File: src/rtl/pt_validator_if.sv
// pt_validator_if -- handshake and plaintext-RAM read bus of the plaintext validator.
//   en        : start request (controller -> validator)
//   rdy       : validator idle, results valid (validator -> controller)
//   pt_addr   : plaintext RAM read address (validator -> RAM)
//   pt_rddata : plaintext RAM read data, one cycle behind the address (RAM -> validator)
//   valid     : every message byte accepted
//   err_idx   : index of the first rejected byte, 0 if none
//   len       : length byte read from address 0
// modport slave  : the validator
// modport master : the controller plus plaintext RAM side
interface pt_validator_if;
    logic       en;
    logic       rdy;
    logic [7:0] pt_addr;
    logic [7:0] pt_rddata;
    logic       valid;
    logic [7:0] err_idx;
    logic [7:0] len;

    modport slave (
        input  en, pt_rddata,
        output rdy, pt_addr, valid, err_idx, len
    );

    modport master (
        output en, pt_rddata,
        input  rdy, pt_addr, valid, err_idx, len
    );
endinterface

File: src/rtl/pt_validator.sv
// pt_validator -- scans the length-prefixed plaintext buffer written by the PRGA
// stage and reports whether every message byte is plausible text.
// Buffer layout: byte 0 = length n, bytes 1..n = message.
// Ports:
//   clk : clock, rising edge
//   rst : synchronous reset, active high
//   bus : pt_validator_if.slave (en/rdy handshake, RAM read port, results)
// Parameters:
//   LO, HI : inclusive accepted byte range (unsigned)
// Build option:
//   PT_VALIDATOR_LOWER_EN : when defined, only space and 'a'..'z' are accepted
//                           and LO/HI are ignored. Timing is unchanged.
// Each RAM read takes three cycles (address, RAM latency, check), so a scan
// keeps rdy low for 3 + 3k cycles, k = number of message bytes read.
module pt_validator #(
    parameter logic [7:0] LO = 8'h20,
    parameter logic [7:0] HI = 8'h7E
) (
    input  logic           clk,
    input  logic           rst,
    pt_validator_if.slave  bus
);

    typedef enum logic [2:0] {
        IDLE,
        LEN_ADDR,
        LEN_WAIT,
        LEN_CHECK,
        BYTE_ADDR,
        BYTE_WAIT,
        BYTE_CHECK
    } state_t;

    state_t     state, state_nxt;
    logic [7:0] idx, idx_nxt;
    logic [7:0] len_q, len_nxt;
    logic [7:0] err_q, err_nxt;
    logic       valid_q, valid_nxt;
    logic       byte_ok;

    // Character class test on the byte returned by the RAM.
`ifdef PT_VALIDATOR_LOWER_EN
    always_comb begin
        byte_ok = (bus.pt_rddata == 8'h20) ||
                  ((bus.pt_rddata >= 8'h61) && (bus.pt_rddata <= 8'h7A));
    end
`else
    always_comb begin
        byte_ok = (bus.pt_rddata >= LO) && (bus.pt_rddata <= HI);
    end
`endif

    always_comb begin
        state_nxt = state;
        idx_nxt   = idx;
        len_nxt   = len_q;
        err_nxt   = err_q;
        valid_nxt = valid_q;
        case (state)
            IDLE: begin
                if (bus.en) state_nxt = LEN_ADDR;
            end
            LEN_ADDR:  state_nxt = LEN_WAIT;
            LEN_WAIT:  state_nxt = LEN_CHECK;
            LEN_CHECK: begin
                len_nxt = bus.pt_rddata;
                idx_nxt = 8'd1;
                if (bus.pt_rddata == 8'd0) begin
                    // Empty message is trivially plausible.
                    valid_nxt = 1'b1;
                    err_nxt   = 8'd0;
                    state_nxt = IDLE;
                end else begin
                    state_nxt = BYTE_ADDR;
                end
            end
            BYTE_ADDR: state_nxt = BYTE_WAIT;
            BYTE_WAIT: state_nxt = BYTE_CHECK;
            BYTE_CHECK: begin
                if (!byte_ok) begin
                    // Early exit: the key is already known to be wrong.
                    valid_nxt = 1'b0;
                    err_nxt   = idx;
                    state_nxt = IDLE;
                end else if (idx == len_q) begin
                    // Stopping at idx == len keeps idx from wrapping at len = 255.
                    valid_nxt = 1'b1;
                    err_nxt   = 8'd0;
                    state_nxt = IDLE;
                end else begin
                    idx_nxt   = idx + 8'd1;
                    state_nxt = BYTE_ADDR;
                end
            end
            default: state_nxt = IDLE;
        endcase
    end

    always_ff @(posedge clk) begin
        if (rst) begin
            state   <= IDLE;
            idx     <= 8'd0;
            len_q   <= 8'd0;
            err_q   <= 8'd0;
            valid_q <= 1'b0;
        end else begin
            state   <= state_nxt;
            idx     <= idx_nxt;
            len_q   <= len_nxt;
            err_q   <= err_nxt;
            valid_q <= valid_nxt;
        end
    end

    // The address is a function of registered state only, so the RAM sees a
    // stable value for the whole three-cycle read.
    assign bus.pt_addr = ((state == BYTE_ADDR) || (state == BYTE_WAIT) ||
                          (state == BYTE_CHECK)) ? idx : 8'd0;
    assign bus.rdy     = (state == IDLE);
    assign bus.valid   = valid_q;
    assign bus.err_idx = err_q;
    assign bus.len     = len_q;

endmodule

File: src/flat_wrapper.sv
// flat-port wrapper written by rule: the top's interface ports become plain ports
module pt_validator_flat 
#(
    parameter logic [7:0] LO = 8'h20,
    parameter logic [7:0] HI = 8'h7E
)
  (clk, rst, bus_en, bus_pt_rddata, bus_rdy, bus_pt_addr, bus_valid, bus_err_idx, bus_len);
  pt_validator_if bus_i ();
  input  logic clk;
  input  logic rst;
  input wire logic [$bits(bus_i.en)-1:0] bus_en;
  input wire logic [$bits(bus_i.pt_rddata)-1:0] bus_pt_rddata;
  output wire logic [$bits(bus_i.rdy)-1:0] bus_rdy;
  output wire logic [$bits(bus_i.pt_addr)-1:0] bus_pt_addr;
  output wire logic [$bits(bus_i.valid)-1:0] bus_valid;
  output wire logic [$bits(bus_i.err_idx)-1:0] bus_err_idx;
  output wire logic [$bits(bus_i.len)-1:0] bus_len;
  assign bus_i.en = bus_en;
  assign bus_i.pt_rddata = bus_pt_rddata;
  assign bus_rdy = bus_i.rdy;
  assign bus_pt_addr = bus_i.pt_addr;
  assign bus_valid = bus_i.valid;
  assign bus_err_idx = bus_i.err_idx;
  assign bus_len = bus_i.len;
  pt_validator #(.LO(LO), .HI(HI)) u_core (.clk(clk), .rst(rst), .bus(bus_i));
endmodule
File: config.mk
export PLATFORM = sky130hd
export DESIGN_NAME = pt_validator_flat
export DESIGN_NICKNAME = d
export VERILOG_FILES = /design/src/rtl/pt_validator_if.sv /design/src/rtl/pt_validator.sv /design/src/flat_wrapper.sv
export SDC_FILE = /design/constraint.sdc
export NUM_CORES = 1
export LEC_CHECK = 0
export BUFFER_PORTS_ARGS = -buffer_cell sky130_fd_sc_hd__buf_2
export CAP_MARGIN = 20
export CELL_PAD_IN_SITES_DETAIL_PLACEMENT = 2
export CELL_PAD_IN_SITES_GLOBAL_PLACEMENT = 2
export CORE_ASPECT_RATIO = 1.1
export CORE_MARGIN = 1
export CORE_UTILIZATION = 33
export CTS_BUF_LIST = sky130_fd_sc_hd__clkbuf_4
export CTS_CLUSTER_DIAMETER = 80
export DETAILED_ROUTE_END_ITERATION = 8
export PLACE_DENSITY = 0.83
export SETUP_SLACK_MARGIN = 0.4
export SLEW_MARGIN = 15
export SYNTH_ARGS = -nofsm -noshare
export SYNTH_HDL_FRONTEND = slang
export SYNTH_SLANG_ARGS = --single-unit
File: constraint.sdc
create_clock -name clk -period 1.7 [get_ports clk]
set_input_delay 0.085 -clock clk [delete_from_list [all_inputs] [get_ports clk]]
set_output_delay 0.085 -clock clk [all_outputs]
set_load 0.02 [all_outputs]
Yosys cells after proc, flatten, opt, wreduce, memory -nomap -nowiden

Cells that the tools add are included.

Register bits after elaboration: 28
Bits of input ports: 11
Output and inout port bits: 26
Word-level logic and storage cells: 45

Add/sub/neg operators: 1
$lt $le $gt $ge: 2
Eq/ne operators: 12
Mux-type cells: 17
Reduce and logical (&&, ||, !) cells: 8

Operators by type and width:

| kind                  | count |
|---|---|
| $mux W8               | 6 |
| $pmux W8 S2           | 2 |
| $pmux W3 S7           | 1 |
| $mux W3               | 4 |
| $eq A3 B3 Y1 const B  | 3 |
| $add A8 B1 Y8 const B | 1 |
| $eq A8 B8 Y1          | 1 |
| $ge A8 B6 Y1 const B  | 1 |
| $le A8 B7 Y1 const B  | 1 |
| $logic_not A8 Y1      | 1 |
| $eq A3 B2 Y1 const B  | 2 |
| $reduce_and A3 Y1     | 2 |
| $ne A2 B1 Y1 const B  | 2 |
| $ne A2 B2 Y1 const B  | 2 |
| $eq A3 B1 Y1 const B  | 1 |
| $logic_not A3 Y1      | 1 |
| $mux W1               | 3 |
| $ne A3 B3 Y1 const B  | 1 |
| $logic_or A1 B1 Y1    | 2 |
| $pmux W1 S2           | 1 |
| $reduce_bool A2 Y1    | 1 |
| $logic_and A1 B1 Y1   | 1 |

Depth between registers and ports, before layout

Gate-level depths: netlist of run 1.

Depth in word-level cells: 4
Mapped depth: 6

Worst setup path before layout of run 1

No wires, ideal clock.

Path kind: register to register
Start: register u_core.len_q[2] (netlist: u_core.bus.len[2])
End: register u_core.idx[4]
Data arrival time: 1.553 ns
Data required time: 1.641 ns
Path slack: 0.088 ns
Cell stages (with the launch flop): 6
Buffers on the path: 0
Cells stage by stage: dfxtp_1 > xnor2_4 > nand4_4 > o21a_4 > a211oi_4 > a221o_1

Cells in the longest elaborated chain, start to end: 3

RTL lines:

| what                               | RTL line            | source |
|---|---|---|
| from (decl)                        | pt_validator.sv:36  | `logic [7:0] len_q, len_nxt;` |
| from (signal assigned)             | pt_validator.sv:109 | `len_q <= len_nxt;` |
| $eq A8 B8 Y1                       | pt_validator.sv:85  | `end else if (idx == len_q) begin` |
| $ne A2 B2 Y1 (no source line)      | -                   |  |
| $reduce_and A3 Y1 (no source line) | -                   |  |
| to (signal assigned)               | pt_validator.sv:108 | `idx <= idx_nxt;` |
| to (decl)                          | pt_validator.sv:35  | `logic [7:0] idx, idx_nxt;` |

No other way between the ends.
A chain may end at the register's enable or synchronous reset.

Final worst setup path of run 1

Start: register u_core.idx[6]
End: register u_core.err_q[2] (netlist: u_core.bus.err_idx[2])

Cells in the longest elaborated chain, start to end: 3

RTL lines:

| what                               | RTL line            | source |
|---|---|---|
| $eq A8 B8 Y1                       | pt_validator.sv:85  |  |
| $ne A3 B3 Y1 (no source line)      | -                   |  |
| $reduce_and A3 Y1 (no source line) | -                   |  |
| to (signal assigned)               | pt_validator.sv:110 | `err_q <= err_nxt;` |
| to (decl)                          | pt_validator.sv:37  | `logic [7:0] err_q, err_nxt;` |

No other way between the ends.

==> results.txt, run 1 <==
----------------------------------------------------
[Run status]
  Outcome ... complete, but fails checks
  Failing checks ... setup timing

[Timing]
  Number of endpoints with negative hold slack in the final report ... 0
  Max Clk Rate ... 0.571 GHz
  Count of endpoints failing setup in the final report ... 10
  Share of the clock period used by the worst path ... 103%
  Setup Skew ... 17.7 ps
  Min cycle time layout ... 1750 ps
  Final hold slack ... 57.5 ps
  Final Slew Violations ... 0
  Summed negative setup slack over all endpoints ... -168 ps
  Slew Limit Headroom ... 63.6%
  Min setup slack post-route ... -50.2 ps
  Unrepaired setup endpoints after global routing ... true
  Transition time at the pin with the least slew margin ... 540 ps

[Power]
  Part of the total power dissipated in the clock network ... 33.7%
  Power dissipated by switching net loads ... 0.000394 W
  Internal ... 0.00102 W
  Power per standard cell area ... 609 nW/um2
  Sequential share of power ... 47.5%
  Worst IR Drop VDD ... 0.294 mV
  Combinational group share of total power ... 18.7%
  Sw Ratio ... 27.9%
  Leakage power of the design ... 0.953 nW

[Yosys]
  Ys async rst share ... 0%
  Summed instance area of the synthesized netlist ... 1500 um2
  Most area-hungry cell type in the Yosys netlist ... dfxtp_1
  Synth area leaders ... dfxtp_1 37%, a22o_1 5.8%, nand2_1 4.8%, a21oi_1 4.3%, and2_1 4.2%
  Most common cell in the netlist ... dfxtp_1
  Number of standard cells after synthesis ... 159
  Distinct cell type count after synthesis ... 45
  Fraction of post-synthesis cell area in the top cell type by area ... 37.4%
  Yosys warning count ... 0
  Average instance area after synthesis ... 9.44 um2
  Register bit total from synthesis ... 28
  Number of enable-type register cells in the synthesized netlist ... 0
  Share of synthesized area occupied by flip-flops and latches ... 37.4%
  Most instantiated cells after synthesis ... 28 x dfxtp_1, 19 x nand2_1, 13 x a21oi_1, 10 x a22o_1, 10 x and2_1
  Post-Syn Nets ... 171
  Most used flip-flop cell after synthesis ... dfxtp_1

[Hold path]
  Worst hold path class ... primary input to register
  Hold path start ... bus_en

[Clocking]
  Clock tree from TritonCTS ... built
  Clock edge transition at the registers on the reported setup and hold paths ... 180 ps
  Clk Latency, worst-skew pair ... 370 ps
  Buffer levels on the longest clock path ... 2
  Clock root buffer master ... clkbuf_4
  CTS H-Tree Depth ... 1
  Clock Sinks ... 28
  Number of buffers inserted during clock tree synthesis ... 3

[Floorplanning]
  Chip Height ... 72.7 um
  Count of standard-cell rows ... 25
  Area of the core ... 4320 um2
  Die extent in x ... 66.3 um
  # IOs ... 37
  Starting Density ... 34.8%
  Die area ... 4820 um2

[GRT]
  Maximum number of pins on one net before global-route repair ... 17
  Vias in the first global route ... 1714
  First-pass GRT wire length ... 9690 um
  Total Routing Usage GR ... 28.1%
  Antenna violations before repair ... 0
  Remaining global-route overflow ... 0

[Setup path]
  Buffering stage count on the worst path with inverters included ... 1
  Data arrival time of the worst path ... 2030 ps
  First element of the critical path ... u_core.idx[6]
  Family with the most delay on the worst path ... compound AO/OA/AOI/OAI gates
  Source of the worst register-to-register timing path ... u_core.idx[6]
  Endpoint class of the critical path ... register
  Cell chain of the critical path ... xnor2_2, nand4_4, buf_4, o211ai_4, a31oi_4, a22o_1
  Element type at the critical path start ... register
  Classification of the worst setup path ... register to register
  Required @ worst endpoint ... 1980 ps
  Library cell contributing the largest single delay on the critical path ... dfxtp_2
  Largest stage delay on the critical path ... 390 ps
  Flop2flop setup slack ... -50 ps
  Crit Path Max Fanout ... 8

[Routing]
  Initial DRT Pass Iterations ... 4
  Total number of vias ... 1616
  Vias per inst ... 5.75
  Total wirelength of the detailed-routed design ... 7340 um
  DRT iter0 DRCs ... 93
  Post-DRT Antenna Nets ... 0
  Post-route DRC violation count ... 0
  Drt wl/cell ... 26.1 um

[Layout]
  Reg area ... 613 um2
  Ratio of cells with drive above 1 in the final layout ... 52.0%
  Fillcell total ... 423
  Inserted Diodes ... 0
  Area occupied by multi-input gates ... 1010 um2
  Post-layout nets ... 240
  Layout overhead on the synthesized area ... 54.3%

[Placement]
  HPWL Detailed ... 3890 um
  Final Wtd Congestion ... 0.747
  Count of buffers from port buffering ... 36

[Run]
  Max-cap violation count ... 0

----------------------------------------------------
## repair_timing
action,4_1_cts,5_1_grt
hold buffers,8,0
pin swaps,16,24
gates resized for setup,41,21
setup buffers,10,6
setup endpoints to repair,34,36
hold endpoints to repair,8,0
## kinds of logic (layout without fill, tap and decap cells)
family                   Yosys count  after routing  share of synthesized area, %
AND/OR/NAND/NOR                   66             66                          24.4
XOR/XNOR                          10             10                          9.84
buffers and inverters             12             80                          5.25
adder cells (fa/ha/maj)            1              1                         0.834
flip-flops                        28             28                          37.4
AO/OA/AOI/OAI                     42             42                          22.3
## flip-flops by register name, summed over array words and instances, names as in the netlist
| signal | flops |
|---|---|
| u_core.bus.valid | 1 |
| u_core.idx | 8 |
| u_core.bus.len | 8 |
| u_core.bus.err_idx | 8 |
| u_core.state | 3 |
## placed cells by master (no fill, tap or decap), types with 7 or more instances in the layout
cell type and instances:
buf_2 27, buf_4 24, nand2_1 19, buf_6 15, dfxtp_4 12, a21oi_1 11, a22o_1 10, dfxtp_1 10
dlygate4sd3_1 8, and2_4 7
## power by group through the flow
stage                     clock, W  combinational (W)  sequential, W
after CTS                 0.000463           0.000202       0.000670
after global routing      0.000498           0.000276       0.000671
after floorplan                  0          0.0000951       0.000692
after global placement           0           0.000143       0.000693
after detailed placement         0           0.000150       0.000695
final                     0.000476           0.000264       0.000670
## per-layer routing
| metal | up-vias | part of all wire, % | track usage [%] |
|---|---|---|---|
| li1 | 708 | - | - |
| met1 | 798 | 39 | 29.9 |
| met2 | 80 | 52 | 53.4 |
| met3 | 30 | 4.0 | 2.81 |
| met4 | 0 | 5.7 | 14.7 |
| met5 | - | 0 | 0 |
## layout make-up
type,instances,share of cell area (%)
clock inverter,1,1.30
timing repair buffer,74,24.4
tap,54,2.92
multi-input combinational,119,43.6
inverter,2,0.324
clock buffer,3,0.973
sequential,28,26.5
## tightest hold or removal path, stage by stage
cell and delay (ps):
buf_2 100, nor3_1 130, a2111oi_0 80
## through the flow
step	util, %	total power, W	worst slack, ps	std cells	area (um2)
2_1_floorplan	-	0.000787	235	159	1560
3_3_place_gp	42.7	0.000836	61.5	253	1840
3_5_place_dp	42.7	0.000845	12.5	253	1840
4_1_cts	50.3	0.00133	84.5	275	2170
5_1_grt	53.6	0.00145	-87.0	281	2310
6_report	53.6	0.00141	-50.2	281	2310
## final timing paths
| path | cells after the start | to |
|---|---|---|
| max | 6 | u_core.bus.err_idx[2] |
| max reg2reg | 6 | u_core.bus.err_idx[2] |
| min reg2reg | 1 | u_core.state[0] |
| min | 3 | u_core.state[0] |
Power figures use the tool's default switching activity.
==> inputs of run 2 (changes only) <==
Settings changed: RECOVER_POWER from default to 50.
==> results.txt, run 2 (synthesis results as in run 1) <==
----------------------------------------------------
[Run status]
  Outcome ... complete, but fails checks
  Failing checks ... setup timing

[Timing]
  Share of the clock period used by the worst path ... 103% (about the same)
  Max Clk Rate ... 0.572 GHz (about the same)
  Transition time at the pin with the least slew margin ... 540 ps (unchanged)
  Setup Skew ... 18.8 ps (+1.10 ps)
  Unrepaired setup endpoints after global routing ... true
  Slew Limit Headroom ... 63.6% (unchanged)
  Min cycle time layout ... 1750 ps (-1.15 ps)
  Final Slew Violations ... 0 (unchanged)
  Number of endpoints with negative hold slack in the final report ... 0 (unchanged)
  Count of endpoints failing setup in the final report ... 10 (unchanged)
  Min setup slack post-route ... -49.0 ps (+1.15 ps)

[Clocking]
  Clock Sinks ... 28 (unchanged)
  Clk Latency, worst-skew pair ... 370 ps (about the same)
  Buffer levels on the longest clock path ... 2 (unchanged)
  CTS H-Tree Depth ... 1 (unchanged)
  Number of buffers inserted during clock tree synthesis ... 3 (unchanged)
  Clock edge transition at the registers on the reported setup and hold paths ... 180 ps (about the same)
  Clock tree from TritonCTS ... built
  Clock root buffer master ... clkbuf_4

[Layout]
  Layout overhead on the synthesized area ... 53.5%
  Post-layout nets ... 240 (unchanged)
  Most frequent cells in the layout ... 24 x buf_4, 19 x nand2_1, 18 x buf_2
  Fillcell total ... 424 (+0.24%)
  Ratio of cells with drive above 1 in the final layout ... 47.6% (-4.4 points)
  Most common library cell in the layout ignoring fill and taps ... buf_4
  Area occupied by multi-input gates ... 1010 um2 (unchanged)
  Finished Layout Cells ... 281 (unchanged)
  Reg area ... 612 um2 (-0.20%)
  Final standard cell utilization of the core ... 53.3% (-0.29 points)
  Inserted Diodes ... 0 (unchanged)

[GRT]
  First-pass GRT wire length ... 9690 um (unchanged)
  Maximum number of pins on one net before global-route repair ... 17 (unchanged)
  Antenna violations before repair ... 0 (unchanged)
  Vias in the first global route ... 1714 (unchanged)
  Total Routing Usage GR ... 28.1% (unchanged)
  Remaining global-route overflow ... 0 (unchanged)

[Routing]
  Drt wl/cell ... 26.1 um (about the same)
  Initial DRT Pass Iterations ... 4 (unchanged)
  Vias per inst ... 5.75 (unchanged)
  Total number of vias ... 1616 (unchanged)
  DRT iter0 DRCs ... 93 (unchanged)
  Total wirelength of the detailed-routed design ... 7340 um (about the same)
  Post-route DRC violation count ... 0 (unchanged)
  Post-DRT Antenna Nets ... 0 (unchanged)

[Placement]
  Number of cells in the design after placement ... 253 (unchanged)
  HPWL Detailed ... 3890 um (unchanged)
  Count of buffers from port buffering ... 36 (unchanged)
  Final Wtd Congestion ... 0.747 (unchanged)

[Setup path]
  Data arrival time of the worst path ... 2030 ps (about the same)
  Reg-to-reg critical path endpoint ... u_core.bus.err_idx[2]
  Flop2flop setup slack ... -50 ps (about the same)
  Crit Path Max Fanout ... 8 (unchanged)
  Element type at the critical path start ... register
  Worst r2r path cells ... 6 (unchanged)
  Required @ worst endpoint ... 1980 ps (about the same)
  Classification of the worst setup path ... register to register
  Endpoint class of the critical path ... register
  Source of the worst register-to-register timing path ... u_core.idx[6]

[Floorplanning]
  Starting Density ... 34.8% (unchanged)
  # IOs ... 37 (unchanged)
  Chip Height ... 72.7 um (unchanged)
  Die extent in x ... 66.3 um (unchanged)
  Area of the core ... 4320 um2 (unchanged)
  Die area ... 4820 um2 (unchanged)
  Count of standard-cell rows ... 25 (unchanged)

[Hold path]
  Hold Path Depth ... 3 (unchanged)
  Hold path start ... bus_en
  Worst hold path class ... primary input to register
  Worst min-delay path endpoint ... u_core.state[0]

[Run]
  Max-cap violation count ... 0 (unchanged)

[Power]
  Leakage power of the design ... 0.912 nW (-4.2%)
  Worst IR Drop VDD ... 0.294 mV (about the same)
  Power per standard cell area ... 612 nW/um2 (+0.47%)

----------------------------------------------------
run 2: cell count changes in the layout (fill, tap and decap cells not counted), sizes merged:
cell	before	now
buf	66	57
clkbuf	3	12
run 2: metrics by stage:
step | worst slack [ps] | hold slack (ps) | setup TNS (ps) | total power, W | cell area (um2)
after floorplan | 235 | 211 | 0 | 0.000787 | 1560
after global placement | 61.5 | 339 | 0 | 0.000836 | 1840
after detailed placement | 12.5 | 354 | 0 | 0.000845 | 1840
after CTS | 84.5 | 58.1 | 0 | 0.00133 | 2170
after global routing | -87.0 | 91.1 | -553 | 0.00144 | 2300
final | -49.0 | 58.8 | -167 | 0.00141 | 2300
run 2: power by group:
part / leakage (nW) / switching [W] / internal, W
clock: 0.0279 / 0.000236 / 0.000239
combinational: 0.646 / 0.000140 / 0.000124
sequential: 0.238 / 0.0000169 / 0.000653
total: 0.912 / 0.000393 / 0.00102
run 2: what timing repair did:
item	4_1_cts	5_1_grt
hold buffers	8	0
endpoints found under the hold margin	8	0
resized for setup	41	21
endpoints found under the setup margin	34	36
pin swaps	16	24
cloned	0	0
setup buffers	10	6
run 2: area by class of cell:
class / count / area share [%]
clock buffer: 3 / 0.978
clock inverter: 1 / 1.30
inverter: 2 / 0.326
multi-input combinational: 119 / 43.9
sequential: 28 / 26.6
tap: 54 / 2.93
timing repair buffer: 74 / 24.0
run 2: worst max path at each step:
stage / startpoint / to
final: u_core.idx[6] / u_core.bus.err_idx[2]
after global routing: u_core.state[0] / u_core.idx[5]
after floorplan: u_core.idx[0] / u_core.idx[4]
after CTS: u_core.idx[4] / u_core.idx[7]
after detailed placement: u_core.idx[3] / u_core.idx[4]
after global placement: u_core.idx[3] / u_core.idx[4]
run 2: per-layer routing:
layer | vias to the layer above | track usage [%] | routed length, um
li1 | 708 | - | -
met1 | 800 | 29.9 | 2840
met2 | 78 | 53.4 | 3800
met3 | 30 | 2.81 | 285
met4 | 0 | 14.7 | 417
met5 | - | 0 | 0
run 2: worst max-delay path, cell delays in order, from the launching register on:
cell	delay, ps
dfxtp_2	390
xnor2_2	260
nand4_4	160
buf_4	190
o211ai_4	230
a31oi_4	190
a22o_1	260
